<file path="config.mk">
export PLATFORM = sky130hd
export DESIGN_NAME = layer_sequencer
export DESIGN_NICKNAME = d
export VERILOG_FILES = /design/src/rtl/layer_sequencer.sv
export SDC_FILE = /design/constraint.sdc
export NUM_CORES = 1
export LEC_CHECK = 0
export ABC_AREA = 1
export CAP_MARGIN = 20
export CORE_ASPECT_RATIO = 1.25
export CORE_MARGIN = 8
export CORE_UTILIZATION = 62
export CTS_CLUSTER_SIZE = 10
export DETAILED_ROUTE_END_ITERATION = 16
export GPL_TIMING_DRIVEN = 0
export HOLD_SLACK_MARGIN = 0.12
export PLACE_DENSITY = 0.88
export SLEW_MARGIN = 0
export SYNTH_ARGS = -nofsm -noshare
export SYNTH_HDL_FRONTEND = slang
export SYNTH_SLANG_ARGS = --single-unit
</file>
<file path="constraint.sdc">
create_clock -name clk -period 9 [get_ports clk]
set_input_delay 1.8 -clock clk [delete_from_list [all_inputs] [get_ports clk]]
set_output_delay 1.8 -clock clk [all_outputs]
set_load 0.05 [all_outputs]
</file>
<file path="src/rtl/layer_sequencer.sv">
// Sequences NUM_LAYERS layers through one shared engine: drives config, pulses eng_start, waits for the eng_done rising edge.
// Latency per layer: SETUP + LAUNCH + NEXT (3 cycles) plus the WAIT duration; FINISH adds 1 cycle at the end of the pass.
// No backpressure: start is only sampled in IDLE; abort forces IDLE from any busy state; WAIT is bounded by TIMEOUT.
module layer_sequencer #(
    parameter int NUM_LAYERS = 3,
    parameter logic [8*(NUM_LAYERS+1)-1:0] SIZES = {8'd15, 8'd15, 8'd20, 8'd25},
    parameter int ADDR_W = 16,
    parameter int TIMEOUT = 4096
) (
    input  logic              clk,
    input  logic              rst_n,
    input  logic              start,
    input  logic              abort,
    output logic              busy,
    output logic              done,
    output logic              error,
    output logic [3:0]        layer_idx,
    output logic              eng_start,
    input  logic              eng_done,
    output logic [7:0]        eng_in_size,
    output logic [7:0]        eng_out_size,
    output logic [ADDR_W-1:0] w_base,
    output logic [ADDR_W-1:0] b_base,
    output logic              buf_sel,
    output logic [31:0]       cycles
);

    typedef enum logic [2:0] {
        S_IDLE,
        S_SETUP,
        S_LAUNCH,
        S_WAIT,
        S_NEXT,
        S_FINISH
    } state_t;

    localparam logic [31:0] TMO_LAST   = 32'(TIMEOUT - 1);
    localparam logic [3:0]  LAST_LAYER = 4'(NUM_LAYERS - 1);

    state_t      state;
    state_t      state_nxt;
    logic        eng_done_q;
    logic        rise;
    logic [31:0] tmo_cnt;
    logic        tmo_hit;
    logic        last_layer;
    logic        abort_hit;
    logic [3:0]  idx_plus1;
    logic [15:0] w_step;
    logic [7:0]  size_tab [16];

    // Size lookup table; entries past the last layer read as zero so any index is safe.
    for (genvar g = 0; g < 16; g++) begin : g_size
        if (g <= NUM_LAYERS) begin : g_used
            assign size_tab[g] = SIZES[g*8 +: 8];
        end else begin : g_unused
            assign size_tab[g] = 8'd0;
        end
    end

    assign idx_plus1    = layer_idx + 4'd1;
    assign eng_in_size  = size_tab[layer_idx];
    assign eng_out_size = size_tab[idx_plus1];
    assign w_step       = eng_in_size * eng_out_size;

    // Only a fresh low-to-high transition of eng_done counts as completion.
    assign rise       = eng_done & ~eng_done_q;
    assign tmo_hit    = (tmo_cnt == TMO_LAST);
    assign last_layer = (layer_idx == LAST_LAYER);
    assign abort_hit  = abort && (state != S_IDLE);

    // State register.
    always_ff @(posedge clk) begin
        if (!rst_n) begin
            state <= S_IDLE;
        end else begin
            state <= state_nxt;
        end
    end

    // Next-state and state-decoded outputs; abort overrides every busy transition.
    always_comb begin
        state_nxt = state;
        busy      = (state != S_IDLE);
        eng_start = (state == S_LAUNCH);
        done      = (state == S_FINISH);
        case (state)
            S_IDLE:   if (start) state_nxt = S_SETUP;
            S_SETUP:  state_nxt = S_LAUNCH;
            S_LAUNCH: state_nxt = S_WAIT;
            S_WAIT: begin
                if (rise) begin
                    state_nxt = S_NEXT;
                end else if (tmo_hit) begin
                    state_nxt = S_IDLE;
                end
            end
            S_NEXT:   state_nxt = last_layer ? S_FINISH : S_SETUP;
            S_FINISH: state_nxt = S_IDLE;
            default:  state_nxt = S_IDLE;
        endcase
        if (abort_hit) begin
            state_nxt = S_IDLE;
        end
    end

    // Layer configuration, timeout counter, sticky error and busy-cycle counter.
    always_ff @(posedge clk) begin
        if (!rst_n) begin
            eng_done_q <= 1'b0;
            tmo_cnt    <= '0;
            layer_idx  <= '0;
            w_base     <= '0;
            b_base     <= '0;
            buf_sel    <= 1'b0;
            cycles     <= '0;
            error      <= 1'b0;
        end else begin
            eng_done_q <= eng_done;
            if (state != S_IDLE && cycles != '1) begin
                cycles <= cycles + 32'd1;
            end
            case (state)
                S_IDLE: begin
                    if (start) begin
                        layer_idx <= '0;
                        w_base    <= '0;
                        b_base    <= '0;
                        buf_sel   <= 1'b0;
                        cycles    <= '0;
                        error     <= 1'b0;
                    end
                end
                S_LAUNCH: tmo_cnt <= '0;
                S_WAIT: begin
                    if (!abort && !rise) begin
                        if (tmo_hit) begin
                            error <= 1'b1;
                        end else begin
                            tmo_cnt <= tmo_cnt + 32'd1;
                        end
                    end
                end
                S_NEXT: begin
                    if (!abort && !last_layer) begin
                        w_base    <= w_base + ADDR_W'(w_step);
                        b_base    <= b_base + ADDR_W'(eng_out_size);
                        buf_sel   <= ~buf_sel;
                        layer_idx <= idx_plus1;
                    end
                end
                default: ;
            endcase
            if (abort_hit) begin
                error <= 1'b1;
            end
        end
    end

endmodule

</file>
==> flow_metrics.py, run 1 <==
metrics = {
    "timing": {
        "rsz0062_at_grt": "no",
        "hold_viol_final": 0,
        "fin_crit_sh_pct": 61.3,
        "max_freq_ghz": 0.181,
        "post-route-min-period_ns": 5.51,
        "setup_viol": 0,
        "worst_pin_slew_ns": 0.649,
        "relSlewSlack_pct": 56.8,
        "fin_skew_ns": 0.00870,
        "slew_violations": 0,
        "tns_ns": 0,
    },
    "power_and_ir_drop": {
        "power_density_nw_per_um2": 140,
        "irDropWorstVdd_v": 0.0000925,
        "p_leak_uw": 0.00381,
    },
    "synthesis": {
        "synth-warning-count": 0,
        "postSynthAreaPerCell_um2": 6.14,
        "synth_ff_type": "dfxtp_1",
        "syn_inst": 1260,
        "syn_area_um2": 7740,
        "synth-edff-count": 0,
        "synth-seq-cells": 106,
        "seq_area_frac_synth_pct": 27.4,
        "synth.distinct_cells": 40,
        "synthArstFlopShare_pct": 0,
    },
    "final_layout": {
        "syn2layout_area_growth_pct": 18.2,
        "regArea_um2": 2120,
        "antenna_cells": 0,
        "multi_input_area_um2": 4730,
        "fillers": 1028,
        "fin_util_pct": 75.2,
        "drive_gt1_share_pct": 4.82,
        "layout.nets": 1424,
    },
    "grt": {
        "antenna_found_initial": 0,
        "grt_util_all_layers_pct": 27.7,
        "grt_pass1_vias": 7874,
        "grt_remaining_overflow": 0,
        "grt_start_max_net_pins": 19,
        "grt_pass1_wl_mm": 36.3,
    },
    "clocking": {
        "clock_latency_ns": 0.36,
        "root_buffer": "clkbuf_16",
        "path_clk_slew_ns": 0.07,
        "cts_buffer_depth": 2,
        "h-tree-depth": 3,
        "cts_buffers": 9,
        "cts_hold_buf": 0,
        "cts_tree": "yes",
        "clock_sinks": 106,
        "postCtsSetupRepairBufs": 0,
        "cts.repair.resized": 0,
    },
    "die": {
        "coreArea_um2": 12200,
        "dieWidth_um": 116,
        "die-area_um2": 16300,
        "num_io_pins": 94,
        "rows": 45,
        "start_util_pct": 63.6,
        "die_h_um": 141,
    },
    "detailed_routing": {
        "antenna_left": 0,
        "drt_wl_total_mm": 22.4,
        "initialDrtViolationCount": 752,
        "wl_per_cell_um": 14.6,
        "dr.pass1.iters": 6,
        "vias": 8317,
        "routed_via_density": 5.43,
        "route.detailed.drc": 0,
    },
    "worst_setup_path": {
        "crit_arrival_ns": 5.78,
        "cp-end-kind": "flip-flop",
        "cpPeakStageDelay_ns": 0.54,
        "cp_common_cell": "inv_1",
        "critical_path_class": "flip-flop to flip-flop",
        "crit_fanout": 8,
        "crit_path_start_kind": "flip-flop",
        "crit_family": "adder cells",
        "required_ns": 9.26,
        "slowest_stage": "fa_1",
        "path_buf_inv": 7,
    },
    "worst_hold_path": {
        "hold_path.class": "flip-flop to flip-flop",
    },
    "run": {
        "maxCapViolations": 0,
    },
    "placed_design": {
        "dpl.hpwl_mm": 17.2,
        "numPortBuffers": 87,
        "gp_congestion": 0.988,
    },
    "run_status": {
        "status": "complete, no violations",
    },
}
==> worst paths after layout <==
kind,start,endpoint,slack (ns),cells past startpoint
worst min register to register,buf_sel,buf_sel,0.47,1
worst min-delay path,buf_sel,buf_sel,0.47,1
worst max-delay path,layer_idx[1],w_base[15],3.49,27
worst max register to register,layer_idx[1],w_base[15],3.49,27
==> metrics by stage <==
step / cell area (µm²) / total power [µW] / hold slack (ns) / setup slack, ns / cells
finish: 9150 / 1280 / 0.468 / 3.49 / 1532
global route: 9150 / 1330 / 0.488 / 3.13 / 1532
global placement: 8830 / 849 / 0.445 / 3.72 / 1516
floorplan: 7760 / 755 / 0.462 / 3.37 / 1265
CTS: 9150 / 1280 / 0.474 / 3.57 / 1532
detailed placement: 8830 / 856 / 0.457 / 3.65 / 1516
==> synth_stat cells (5+ instances only) <==
| master | count | share of area, % |
|---|---|---|
| nand2_1 | 367 | 18 |
| nor2_1 | 239 | 12 |
| inv_1 | 175 | 8.5 |
| dfxtp_1 | 106 | 27 |
| a21oi_1 | 68 | 4.4 |
| nand3_1 | 58 | 3.8 |
| o21ai_0 | 38 | 2.5 |
| ha_1 | 37 | 6.0 |
| nand4_1 | 27 | 2.2 |
| fa_1 | 19 | 4.9 |
| nor3_1 | 17 | 1.1 |
| buf_2 | 14 | 0.91 |
| buf_4 | 10 | 0.97 |
| o211ai_1 | 9 | 0.87 |
| clkbuf_1 | 8 | 0.39 |
| xor2_1 | 8 | 0.91 |
| inv_2 | 5 | 0.24 |
==> metal layers <==
metal	up-vias	share of wire (%)	GRT usage [%]
li1	4120	-	-
met1	3790	39	30.2
met2	315	50	47.9
met3	92	6.3	5.51
met4	0	5.4	16.6
met5	-	0	0
==> layout make-up <==
| type | count | share of cell area [%] |
|---|---|---|
| well taps | 164 | 2.24 |
| clock buffers | 11 | 2.65 |
| repair buffers | 87 | 9.52 |
| clock inverters | 5 | 0.766 |
| multi-input cells | 940 | 51.7 |
| inverters | 182 | 7.47 |
| plain buffers | 37 | 2.45 |
| flip-flops and latches | 106 | 23.2 |
==> where the power goes <==
part           internal [µW]  switching (µW)  leakage [µW]  total (µW)
Combinational            106             235       0.00279         341
Sequential               486            23.6      0.000857         510
Clock                    229             200      0.000154         429
Total                    821             459       0.00381        1280
==> sequential cells by signal (all words and copies together), names as in the netlist <==
| name | cells |
|---|---|
| error | 1 |
| state | 3 |
| cycles | 32 |
| w_base | 16 |
| b_base | 16 |
| buf_sel | 1 |
| layer_idx | 4 |
| tmo_cnt | 32 |
| eng_done_q | 1 |
==> cells in the final DEF (no fill, tap or decap), types with 3 or more instances in the layout <==
cell type / instances
nand4_1: 27
nand3b_1: 4
a211oi_1: 4
clkbuf_16: 9
nor2_1: 239
fa_1: 19
a21oi_1: 68
nor2_4: 3
nand2_1: 367
o21bai_1: 4
xnor2_1: 4
conb_1: 6
clkbuf_1: 9
xor2_1: 8
nor3_1: 17
inv_2: 5
nand2_2: 3
nor2_2: 4
or2_2: 4
buf_4: 10
o21ai_0: 38
clkdlybuf4s50_1: 87
o211ai_1: 9
dfxtp_1: 106
buf_6: 4
inv_1: 175
and2_1: 3
nor3b_1: 3
ha_1: 37
nand3_1: 58
buf_2: 14
==> cells by family after synthesis <==
family	Yosys count	share of synthesized area, %
compound gates	129	9.10
xor+xnor	12	1.36
fa+ha+maj	56	10.9
buf+inv	219	11.7
flops	106	27.4
other cells	1	0.0485
simple gates	737	39.5
Note: power is estimated with default switching activity, not from simulation.
==> run 2: changes to the inputs <==
CORE_UTILIZATION = 57   (was 62)
PLACE_DENSITY = 0.81   (was 0.88)
clock period = 5.2 ns   (was 9 ns; I/O delays follow)
==> run 2 against run 1 <==
  * Utilization is 5.8 points lower
  * Clock skew hardly changed
  * Critical path type unchanged
  * Cell count rose by 0.52%
  * Highest routed layer is now met5
  * Combinational power grew 72%
  * Design area increased by 0.38%
==> flow_metrics.py, run 2 (same netlist as run 1, synthesis figures left out) <==
metrics = {
    "detailed_routing": {
        "wl_per_cell_um": 14.1,
        "vias": 8195,
        "route.detailed.drc": 0,
        "dr.pass1.iters": 5,
        "drt_wl_total_mm": 21.7,
        "initialDrtViolationCount": 550,
        "routed_via_density": 5.32,
        "antenna_left": 0,
    },
    "grt": {
        "antenna_found_initial": 1,
        "grt_pass1_vias": 7576,
        "grt_util_all_layers_pct": 24.8,
        "grt_remaining_overflow": 0,
        "grt_start_max_net_pins": 21,
        "grt_pass1_wl_mm": 35.7,
    },
    "power_and_ir_drop": {
        "irDropWorstVdd_v": 0.000180,
        "p_leak_uw": 0.00381,
        "power_density_nw_per_um2": 236,
    },
    "die": {
        "rows": 47,
        "num_io_pins": 94,
        "coreArea_um2": 13200,
        "die_h_um": 146,
        "start_util_pct": 58.5,
        "dieWidth_um": 120,
        "die-area_um2": 17600,
    },
    "worst_setup_path": {
        "r2r_slack_ns": 0.36,
        "r2r-end": "w_base[15]",
        "r2r_cells": 27,
        "crit_arrival_ns": 5.11,
        "critical_path_class": "flip-flop to flip-flop",
        "crit_path_start_kind": "flip-flop",
        "crit_fanout": 8,
        "required_ns": 5.47,
        "cp-end-kind": "flip-flop",
        "r2r-start": "layer_idx[1]",
    },
    "placed_design": {
        "numPortBuffers": 87,
        "dpl.hpwl_mm": 16.9,
        "place_ws_ns": -0.0651,
        "gp_congestion": 0.958,
    },
    "timing": {
        "hold_viol_final": 0,
        "relSlewSlack_pct": 54.0,
        "slew_violations": 0,
        "fin_skew_ns": 0.00871,
        "post-route-min-period_ns": 4.84,
        "setup_viol": 0,
        "max_freq_ghz": 0.206,
        "rsz0062_at_grt": "no",
        "worst_pin_slew_ns": 0.690,
        "fin_crit_sh_pct": 93.2,
        "setup_ws_ns": 0.356,
    },
    "clocking": {
        "cts_tree": "yes",
        "root_buffer": "clkbuf_16",
        "cts_hold_buf": 0,
        "path_clk_slew_ns": 0.08,
        "clock_latency_ns": 0.37,
        "h-tree-depth": 3,
        "cts_buffers": 9,
        "clock_sinks": 106,
        "cts_buffer_depth": 2,
    },
    "final_layout": {
        "antenna_cells": 0,
        "final_cell_mix": "nand2_1, nor2_1, inv_1",
        "layout.nets": 1425,
        "fillers": 1215,
        "fin_util_pct": 69.4,
        "syn2layout_area_growth_pct": 18.6,
        "reg_top3": "cycles (32), tmo_cnt (32)",
        "final_common_cell": "nand2_1",
        "drive_gt1_share_pct": 5.55,
    },
    "worst_hold_path": {
        "hold_path_end": "b_base[15]",
        "holdPathStages": 2,
        "worstHoldStart": "b_base[15]",
        "hold_path.class": "flip-flop to flip-flop",
    },
    "run_status": {
        "status": "complete, no violations",
    },
    "run": {
        "maxCapViolations": 0,
    },
}
-- run 2: cell types whose count changed in the layout (fill, tap and decap cells not counted), sizes merged --
cell / change
clkinv: -1
clkinvlp: +2
bufinv: -1
buf: +1
inv: +2
clkbuf: -2
-- run 2: worst max path at each step --
stage | endpoint | from | slack (ns) | depth (start not counted)
after floorplan | w_base[9] | layer_idx[1] | -0.007 | 22
after global placement | w_base[15] | layer_idx[1] | 0.05 | 27
after detailed placement | w_base[15] | layer_idx[1] | -0.07 | 27
after CTS | w_base[15] | layer_idx[1] | 0.13 | 27
after global routing | w_base[15] | layer_idx[2] | 0.02 | 27
final | w_base[15] | layer_idx[1] | 0.36 | 27
-- run 2: metal layers --
layer  vias to the layer above  track usage (%)  wire [µm]
li1                       4135                -          -
met1                      3729             29.1       8980
met2                       282             43.2      10700
met3                        47             4.05       1350
met4                         2             11.3        682
met5                         -                0         10
-- run 2: critical path: stages, from the launching register on --
cell and delay (ns):
dfxtp_2 0.41, nand3_1 0.12, xor2_1 0.23, nand3_2 0.23, nor2_4 0.16, inv_1 0.08
nor2_4 0.14, inv_1 0.08, fa_1 0.50, inv_1 0.04, ha_1 0.29, ha_1 0.30
inv_1 0.06, fa_1 0.47, inv_1 0.07, ha_1 0.20, inv_1 0.07, fa_1 0.39
nor2_1 0.16, o21ai_0 0.09, nand2_1 0.10, nand2_1 0.06, nand2_1 0.13, inv_1 0.07
nor2_1 0.14, nand2_1 0.07, nand2_1 0.06, nor2_1 0.04
-- run 2: power by group --
part           internal, µW  switching, µW  total [µW]  leakage [µW]
Combinational           182            404         586       0.00281
Clock                   340            362         702      0.000139
Sequential              841           39.1         881      0.000858
Total                  1360            805        2170       0.00381
-- run 2: area by class of cell --
cell class / count / area (µm²) / area share [%]
flip-flops and latches: 106 / 2120 / 23.1
plain buffers: 37 / 224 / 2.44
repair buffers: 88 / 878 / 9.57
well taps: 171 / 214 / 2.33
multi-input cells: 940 / 4760 / 51.9
clock buffers: 9 / 225 / 2.45
inverters: 182 / 683 / 7.44
clock inverters: 7 / 71.3 / 0.777
-- run 2: through the flow --
stage	hold WS [ns]	std cells	TNS [ns]	total power [µW]	cell area, µm²
floorplan	0.462	1265	-0.00730	1310	7780
global placement	0.440	1523	0	1470	8860
detailed placement	0.445	1523	-0.0651	1480	8860
CTS	0.462	1540	0	2180	9170
global route	0.496	1540	0	2270	9180
finish	0.466	1540	0	2170	9180
-- run 2: repair_timing --
item / 4_1_cts / 5_1_grt
gates resized for setup: 1 / 4
pin swaps: 1 / 0
buffers inserted: 1 / 0
endpoints found under the hold margin: 0 / 0
endpoints found under the setup margin: 2 / 5
==> run 3: changes to the inputs <==
CORE_UTILIZATION = 59   (was 57)
CTS_BUF_LIST = sky130_fd_sc_hd__clkbuf_4   (was unset)
PLACE_DENSITY = 0.84   (was 0.81)
==> run 3 against run 2 <==
  * Design area shrank 1.5%
  * Hold slack better by 0.0078 ns
  * Sequential cell count did not move
  * Routed wire length is 0.25% lower
  * Largest cell class unchanged
  * Highest routed layer is now met4
==> flow_metrics.py, run 3 (same netlist as run 1, synthesis figures left out) <==
metrics = {
    "worst_setup_path": {
        "cpPeakStageDelay_ns": 0.54,
        "slowest_stage": "fa_1",
        "cp-end-kind": "flip-flop",
        "required_ns": 5.66,
        "path_buf_inv": 5,
        "crit_path_start_kind": "flip-flop",
        "crit_chain": "nand3_1, xor2_1, nand3_2, nor2_4, inv_1, nor2_1, inv_1, fa_1, inv_1, fa_1, ha_1, inv_1, fa_1, fa_1, nor2_1, o21ai_0, nand2_1, nand2_1, nand2_1, inv_1, nor2_1, nand2_1, nand2_1, nor2_1",
        "critical_path_class": "flip-flop to flip-flop",
        "crit_fanout": 8,
        "crit_arrival_ns": 5.34,
        "crit_family": "adder cells",
    },
    "grt": {
        "gr-max-usage-layer": "met2",
        "antenna_found_initial": 1,
        "met3_usage_pct": 4.49,
        "met1_usage_pct": 28.6,
        "use_met2_pct": 46.4,
        "grt_pass1_vias": 7651,
        "grt_pass1_wl_mm": 35.5,
        "grt_remaining_overflow": 0,
        "grt_start_max_net_pins": 19,
        "grt_util_all_layers_pct": 25.3,
    },
    "die": {
        "die-area_um2": 17100,
        "num_io_pins": 94,
        "start_util_pct": 59.3,
        "rows": 47,
        "dieWidth_um": 118,
        "die_h_um": 144,
        "coreArea_um2": 13100,
    },
    "detailed_routing": {
        "routed_via_density": 5.32,
        "initialDrtViolationCount": 532,
        "antenna_left": 0,
        "route.detailed.drc": 0,
        "drt_wl_total_mm": 21.6,
        "vias": 8207,
        "dr.pass1.iters": 5,
        "wl_per_cell_um": 14.0,
    },
    "final_layout": {
        "reg_top3": "cycles (32), tmo_cnt (32)",
        "final_common_cell": "nand2_1",
        "fin_util_pct": 69.3,
        "layout.cells.non_filler": 1543,
        "drive_gt1_share_pct": 5.55,
        "fillers": 1183,
        "layout.nets": 1426,
        "final_cell_area_um2": 9040,
        "syn2layout_area_growth_pct": 16.9,
        "final_cell_mix": "nand2_1, nor2_1, inv_1",
    },
    "timing": {
        "fin_skew_ns": 0.0220,
        "relSlewSlack_pct": 54.2,
        "fin_crit_sh_pct": 94.0,
        "slew_violations": 0,
        "max_freq_ghz": 0.205,
        "hold_viol_final": 0,
        "setup_ws_ns": 0.313,
        "worst_pin_slew_ns": 0.688,
        "setup_viol": 0,
        "post-route-min-period_ns": 4.89,
    },
    "power_and_ir_drop": {
        "p_total_uw": 1930,
        "irDropWorstVdd_v": 0.000132,
        "p_leak_uw": 0.00375,
        "power_density_nw_per_um2": 214,
    },
    "placed_design": {
        "placed_cells": 1523,
        "place_ws_ns": -0.00360,
        "gp_congestion": 0.928,
        "placed_area_um2": 8860,
        "numPortBuffers": 87,
        "dpl.hpwl_mm": 16.8,
    },
    "clocking": {
        "h-tree-depth": 3,
        "root_buffer": "clkbuf_4",
        "cts_buffers": 9,
        "path_clk_slew_ns": 0.18,
        "cts_buffer_depth": 2,
        "clock_sinks": 106,
        "cts_tree": "yes",
        "clock_latency_ns": 0.53,
    },
    "worst_hold_path": {
        "hold_path.class": "flip-flop to flip-flop",
    },
    "run": {
        "maxCapViolations": 0,
    },
    "run_status": {
        "status": "complete, no violations",
    },
}
[run 3: cell types whose count changed in the layout (fill, tap and decap cells not counted), moves of 2 or more]
cell | previous run | this run
clkbuf_4 | 0 | 9
dfxtp_4 | 0 | 2
diode_2 | 0 | 2
clkbuf_16 | 9 | 0
clkinv_1 | 2 | 4
[run 3: layout make-up]
type / count / area (µm²) / share of cell area (%)
Multi-Input combinational cell: 940 / 4760 / 52.6
Tap cell: 171 / 214 / 2.37
Clock inverter: 7 / 73.8 / 0.816
Buffer: 37 / 224 / 2.48
Clock buffer: 9 / 67.6 / 0.747
Timing Repair Buffer: 89 / 886 / 9.79
Antenna cell: 2 / 5.00 / 0.0553
Inverter: 182 / 683 / 7.55
Sequential cell: 106 / 2130 / 23.6
[run 3: power by group]
part           total [µW]  leakage, µW  switching (µW)  internal, µW
clock network         465    0.0000739             315           150
logic                 585      0.00282             402           184
registers             883     0.000859            40.9           842
[run 3: worst paths after layout]
kind | slack, ns | cells past startpoint | start | endpoint
max reg2reg | 0.31 | 24 | layer_idx[0] | w_base[15]
min | 0.47 | 1 | buf_sel | buf_sel
max | 0.31 | 24 | layer_idx[0] | w_base[15]
min reg2reg | 0.47 | 1 | buf_sel | buf_sel
[run 3: what timing repair did]
action,in CTS,in global routing
pin swaps,0,1
hold buffers,0,0
gates resized for setup,2,6
setup endpoints to repair,1,6
setup buffers,0,2
[run 3: routing by layer]
| metal | up-vias | share of wire, % |
|---|---|---|
| met3 | 49 | 6.4 |
| met1 | 3755 | 41 |
| met2 | 271 | 50 |
| li1 | 4132 | - |
| met4 | 0 | 2.7 |
| met5 | - | 0 |
[run 3: stage by stage]
step | hold WS [ns] | TNS [ns]
final | 0.474 | 0
after detailed placement | 0.446 | -0.00360
after CTS | 0.478 | 0
after global placement | 0.448 | 0
after floorplan | 0.462 | -0.00730
after global routing | 0.495 | -0.0573
